<file path="src/rtl/bp_me_bo_pkg.sv">
// Shared types and address-geometry helpers for the best-offset prefetch issuer.
package bp_me_bo_pkg;

  typedef enum logic [1:0] {
    e_idle  = 2'd0,
    e_check = 2'd1,
    e_send  = 2'd2
  } bo_state_e;

  function automatic int lg_block_bytes_f(input int block_width);
    return $clog2(block_width / 8);
  endfunction

  function automatic int line_width_f(input int daddr_width, input int block_width);
    return daddr_width - lg_block_bytes_f(block_width);
  endfunction

  // Lowest line-address bit that belongs to the page number.
  function automatic int page_lsb_f(input int page_offset_width, input int block_width);
    return page_offset_width - lg_block_bytes_f(block_width);
  endfunction

endpackage

</file>
<file path="src/rtl/bp_me_bo_recent_filter.sv">
// Small FIFO-replacement filter of recently issued prefetch line addresses.
module bp_me_bo_recent_filter
  import bp_me_bo_pkg::*;
#(
  parameter int line_width_p    = 58,
  parameter int lg_filter_els_p = 2
) (
  input  logic                    clk_i,
  input  logic                    reset_i,
  input  logic [line_width_p-1:0] line_i,
  input  logic                    w_v_i,
  output logic                    hit_o
);

  localparam int els_lp = 1 << lg_filter_els_p;

  logic [els_lp-1:0]          valid_q;
  logic [els_lp-1:0]          match;
  logic [line_width_p-1:0]    tag_q [els_lp];
  logic [lg_filter_els_p-1:0] ptr_q;

  generate
    for (genvar gi = 0; gi < els_lp; gi++) begin : g_match
      assign match[gi] = valid_q[gi] & (tag_q[gi] == line_i);
    end
  endgenerate

  assign hit_o = |match;

  always_ff @(posedge clk_i) begin
    if (reset_i) begin
      valid_q <= '0;
      ptr_q   <= '0;
    end else if (w_v_i && !hit_o) begin
      // A line already present is left alone so it keeps its FIFO position.
      valid_q[ptr_q] <= 1'b1;
      ptr_q          <= ptr_q + lg_filter_els_p'(1);
    end
  end

  always_ff @(posedge clk_i) begin
    if (w_v_i && !hit_o) begin
      tag_q[ptr_q] <= line_i;
    end
  end

endmodule

</file>
<file path="src/rtl/bp_me_bo_prefetch_issuer.sv">
// Turns each demand miss into at most one prefetch at miss line + best offset,
// dropping page crossers, recent duplicates and zero-offset candidates.
module bp_me_bo_prefetch_issuer
  import bp_me_bo_pkg::*;
#(
  parameter int daddr_width_p       = 64,
  parameter int lg_offsets_p        = 6,
  parameter int block_width_p       = 512,
  parameter int page_offset_width_p = 12,
  parameter int lg_filter_els_p     = 2,
  parameter int ctr_width_p         = 16
) (
  input  logic                     clk_i,
  input  logic                     reset_i,
  input  logic [daddr_width_p-1:0] miss_addr_i,
  input  logic                     miss_v_i,
  output logic                     miss_ready_and_o,
  input  logic [lg_offsets_p-1:0]  offset_i,
  input  logic                     offset_v_i,
  output logic [daddr_width_p-1:0] pf_addr_o,
  output logic                     pf_v_o,
  input  logic                     pf_ready_and_i,
  output logic [ctr_width_p-1:0]   issued_count_o,
  output logic [ctr_width_p-1:0]   dropped_count_o
);

  localparam int lg_block_bytes_lp = lg_block_bytes_f(block_width_p);
  localparam int line_width_lp     = line_width_f(daddr_width_p, block_width_p);
  localparam int page_lsb_lp       = page_lsb_f(page_offset_width_p, block_width_p);
  localparam int page_width_lp     = line_width_lp - page_lsb_lp;

  bo_state_e                 state_q, state_d;
  logic [lg_offsets_p-1:0]   offset_q, off_q;
  logic [line_width_lp-1:0]  cand_q;
  logic [page_width_lp-1:0]  miss_page_q;
  logic [ctr_width_p-1:0]    issued_q, dropped_q;

  logic [line_width_lp-1:0]  miss_line;
  logic [line_width_lp-1:0]  cand_d;
  logic                      accept, page_cross, filter_hit, drop, handshake;
  logic                      unused_byte_bits;

  assign miss_line        = miss_addr_i[daddr_width_p-1:lg_block_bytes_lp];
  assign unused_byte_bits = ^miss_addr_i[lg_block_bytes_lp-1:0];
  // Adder wraps modulo the line space; a top-of-space wrap then shows up as a page change.
  assign cand_d           = miss_line + line_width_lp'(offset_q);
  assign accept           = (state_q == e_idle) && miss_v_i;
  assign page_cross       = (cand_q[line_width_lp-1:page_lsb_lp] != miss_page_q);

  always_comb begin
    state_d   = state_q;
    drop      = 1'b0;
    handshake = 1'b0;
    case (state_q)
      e_idle: begin
        if (miss_v_i) state_d = e_check;
      end
      e_check: begin
        if ((off_q == '0) || page_cross || filter_hit) begin
          drop    = 1'b1;
          state_d = e_idle;
        end else begin
          state_d = e_send;
        end
      end
      e_send: begin
        if (pf_ready_and_i) begin
          handshake = 1'b1;
          state_d   = e_idle;
        end
      end
      default: state_d = e_idle;
    endcase
  end

  always_ff @(posedge clk_i) begin
    if (reset_i) begin
      state_q   <= e_idle;
      offset_q  <= '0;
      issued_q  <= '0;
      dropped_q <= '0;
    end else begin
      state_q <= state_d;
      if (offset_v_i) offset_q  <= offset_i;
      if (drop)       dropped_q <= dropped_q + ctr_width_p'(1);
      if (handshake)  issued_q  <= issued_q + ctr_width_p'(1);
    end
  end

  always_ff @(posedge clk_i) begin
    if (accept) begin
      off_q       <= offset_q;
      cand_q      <= cand_d;
      miss_page_q <= miss_line[line_width_lp-1:page_lsb_lp];
    end
  end

  bp_me_bo_recent_filter #(
    .line_width_p   (line_width_lp),
    .lg_filter_els_p(lg_filter_els_p)
  ) filter_u (
    .clk_i  (clk_i),
    .reset_i(reset_i),
    .line_i (cand_q),
    .w_v_i  (handshake),
    .hit_o  (filter_hit)
  );

  assign miss_ready_and_o = (state_q == e_idle);
  assign pf_v_o           = (state_q == e_send);
  assign pf_addr_o        = {cand_q, {lg_block_bytes_lp{1'b0}}};
  assign issued_count_o   = issued_q;
  assign dropped_count_o  = dropped_q;

endmodule

</file>
<file path="config.mk">
export PLATFORM = sky130hd
export DESIGN_NAME = bp_me_bo_prefetch_issuer
export DESIGN_NICKNAME = d
export VERILOG_FILES = /design/src/rtl/bp_me_bo_pkg.sv /design/src/rtl/bp_me_bo_recent_filter.sv /design/src/rtl/bp_me_bo_prefetch_issuer.sv
export SDC_FILE = /design/constraint.sdc
export NUM_CORES = 1
export LEC_CHECK = 0
export BUFFER_PORTS_ARGS = -buffer_cell sky130_fd_sc_hd__buf_2
export CAP_MARGIN = 20
export CELL_PAD_IN_SITES_DETAIL_PLACEMENT = 2
export CELL_PAD_IN_SITES_GLOBAL_PLACEMENT = 2
export CORE_UTILIZATION = 41
export CTS_CLUSTER_SIZE = 30
export DETAILED_ROUTE_END_ITERATION = 8
export HOLD_SLACK_MARGIN = 0.03
export PLACE_DENSITY_LB_ADDON = 0.1
export SYNTH_ARGS = -nofsm -noshare
export SYNTH_HDL_FRONTEND = slang
export SYNTH_SLANG_ARGS = --single-unit
</file>
<file path="constraint.sdc">
create_clock -name clk_i -period 4.8 [get_ports clk_i]
set_input_delay 0.72 -clock clk_i [delete_from_list [all_inputs] [get_ports clk_i]]
set_output_delay 0.72 -clock clk_i [all_outputs]
set_load 0.005 [all_outputs]
</file>
==> impl_metrics.env <==
export IMPL_synth_warnings=0
export IMPL_endpoint_kind="register"
export IMPL_min_path_cells=1
export IMPL_die_h_um=213.1
export IMPL_crit_buf_inv=3
export IMPL_cts_sinks=394
export IMPL_synth_adder_area_share_pct=0.9312
export IMPL_worstSetupStartpoint="cand_q[37]"
export IMPL_synth_simple_area_share_pct=17.14
export IMPL_dieArea_um2=45420
export IMPL_cpMaxStageDelayCell="edfxtp_1"
export IMPL_wl_um=63400
export IMPL_pwr_density_cell_nw_per_um2=383.2
export IMPL_cts_inserted_buffers=46
export IMPL_yosysTopAreaCell="edfxtp_1"
export IMPL_ios=173
export IMPL_synth_commonest_cells="348 x edfxtp_1, 192 x xnor2_1, 120 x nand2b_1, 120 x nand4_1, 87 x xor2_1"
export IMPL_layout_area_overhead_vs_synth_pct=16.21
export IMPL_cts_root_buf="clkbuf_16"
export IMPL_r2r_cells=9
export IMPL_clk_path_buf_depth=3
export IMPL_hold_end="miss_page_q[51]"
export IMPL_worst_clock_skew_ns=0.02917
export IMPL_finalCriticalPeriod_ns=3.790
export IMPL_cts_resized=0
export IMPL_num_rows=76
export IMPL_peakVddDrop_mv=0.3473
export IMPL_core_area_um2=43550
export IMPL_crit_type="register to register"
export IMPL_dp_cells=2143
export IMPL_drtIter0Drc=914
export IMPL_path_clk_slew_ns=0.06
export IMPL_rrSetupSlack_ns=1.01
export IMPL_syn_inst=1436
export IMPL_cp_data_arrival_time_ns=4.01
export IMPL_synth_top_area_share_pct=57.19
export IMPL_dp_hpwl_um=46010
export IMPL_fin_ws_ns=1.010
export IMPL_synth_top_family_by_area="simple AND/OR/NAND/NOR gates"
export IMPL_antenna_found_initial=0
export IMPL_route_detailed_drc=0
export IMPL_fin_crit_sh_pct=78.97
export IMPL_multiInputGateArea_um2=6436
export IMPL_synth_edff_count=348
export IMPL_status="finished, final reports clean"
export IMPL_ys_ff_latch=394
export IMPL_dpl_worst_slack_ns=1.038
export IMPL_fmax_ghz=0.2638
export IMPL_final_nets=1694
export IMPL_viasPerCell=5.715
export IMPL_synth_area_um2=18270
export IMPL_yosys_most_used_dff="edfxtp_1"
export IMPL_yosysMostFrequentCell="edfxtp_1"
export IMPL_cap_violations=0
export IMPL_track_usage_pct=28.43
export IMPL_finalSetupTns_ns=0
export IMPL_grt_start_max_net_pins=60
export IMPL_slew_violations=0
export IMPL_seqCellArea_um2=11370
export IMPL_synthXorXnorAreaFrac_pct=13.37
export IMPL_start_util_pct=41.96
export IMPL_cp_required_ns=5.01
export IMPL_fp_dieW_um=213.1
export IMPL_dr_total_vias=12730
export IMPL_grt_pass1_vias=13750
export IMPL_insertion_delay_ns=0.60
export IMPL_avgSynthCellArea_um2=12.73
export IMPL_slew_limit_headroom_pct=31.75
export IMPL_cpPeakStageDelay_ns=0.86
export IMPL_h_tree_depth=2
export IMPL_grt_first_pass_wirelength_um=92450
export IMPL_crit_family="buffers and inverters"
export IMPL_stdcell_count=2228
export IMPL_synth_compound_area_share_pct=2.629
export IMPL_rsz0062_at_grt="no"
export IMPL_io_buffers=160
export IMPL_worstHoldStart="miss_addr_i[63]"
export IMPL_cts_tree="done"
export IMPL_post_drt_wl_per_cell_um=28.45
export IMPL_postRouteAntennaNets=0
export IMPL_start_kind="register"
export IMPL_cts_setup_buffers=0
export IMPL_gp_congestion=0.8638
export IMPL_nFillCells=4335
export IMPL_hold_path_class="input port to register"
export IMPL_drive_above_1_share_pct=16.57
export IMPL_hold_viol=0
export IMPL_crit_path_cell_trace="inv_1, o2111ai_1, a2111oi_2, nand4_1, o22ai_1, buf_4, nor3_2, and2_2, buf_4"
export IMPL_synthArstFlopShare_pct=0
export IMPL_synthDistinctLibCells=58
export IMPL_timing_rr_end="filter_u.tag_q[0][55]"
export IMPL_setup_viol=0
export IMPL_drt_pass1_iter_count=5
export IMPL_cts_hold_buf=0
export IMPL_grt_overflow=0
export IMPL_cp_common_cell="buf_4"
export IMPL_ys_top_cells_by_area="edfxtp_1 57%, xnor2_1 9.2%, dfxtp_1 5.0%"
export IMPL_synthMuxAreaShare_pct=0.9860
export IMPL_regToRegStartpoint="cand_q[37]"
export IMPL_worstMarginPinSlew_ns=1.024
export IMPL_crit_fanout=58
export IMPL_seq_area_frac_synth_pct=62.23
export IMPL_p_leak_nw=7.269
-- stage by stage --
step           util, %  instance area, um^2  total power, mW  hold WS (ns)
6_report         48.76                21240            8.138        0.3243
2_1_floorplan        -                18290            4.273        0.4335
5_1_grt          48.75                21230            8.352        0.3155
3_5_place_dp     45.26                19710            4.601        0.4598
4_1_cts          48.75                21230            8.196        0.2978
3_3_place_gp     45.26                19710            4.572        0.4611
-- report_power, final --
part           internal (mW)  switching, mW  total (mW)
clock                   2.13           1.47        3.61
sequential              3.82          0.189        4.01
combinational          0.201          0.322       0.523
-- registers in the layout (all words and copies together), names as in the netlist --
signal	cells
state_q	2
miss_page_q	52
filter_u.ptr_q	2
offset_q	6
cand_q	58
issued_count_o	16
filter_u.tag_q	232
dropped_count_o	16
filter_u.valid_q	4
off_q	6
-- final cells by class --
type | count | share of cell area (%)
Clock inverter | 22 | 1.161
Timing Repair Buffer | 186 | 4.749
Multi-Input combinational cell | 934 | 30.31
Inverter | 44 | 0.7777
Antenna cell | 1 | 0.01178
Clock buffer | 62 | 5.998
Sequential cell | 394 | 53.55
Tap cell | 585 | 3.447
-- layout by cell type, fill, tap and decap left out, drive strengths merged, types with 46 or more instances in the layout --
cell,count
xor2,87
dfxtp,46
clkbuf,62
buf,186
nand2b,120
nor2,66
xnor2,192
nand3,66
nand4,120
inv,46
nor4,58
edfxtp,348
-- worst max-delay path by stage --
stage	endpoint	slack [ns]	cells after the start
after detailed placement	filter_u.tag_q[1][27]	1.04	8
after global placement	filter_u.tag_q[0][20]	1.17	8
final	filter_u.tag_q[0][55]	1.01	9
after CTS	filter_u.tag_q[1][20]	0.99	9
after global routing	filter_u.tag_q[1][55]	0.83	9
after floorplan	cand_q[0]	0.91	1
-- per-layer routing --
metal	GRT usage, %	routed length (um)
met5	0	0
met4	9.700	1743
met2	49.06	31990
met1	36.91	27020
met3	3.353	2643
-- cell families (layout without fill, tap and decap cells) --
kind of cell	count (synthesis)	in the layout
AO/OA/AOI/OAI	69	69
XOR/XNOR	279	279
adder cells (fa/ha/maj)	13	13
buffers and inverters	113	314
flip-flops	394	394
multiplexers	17	17
other	1	7
AND/OR/NAND/NOR	550	550
Note: power is estimated with default switching activity, not from simulation.
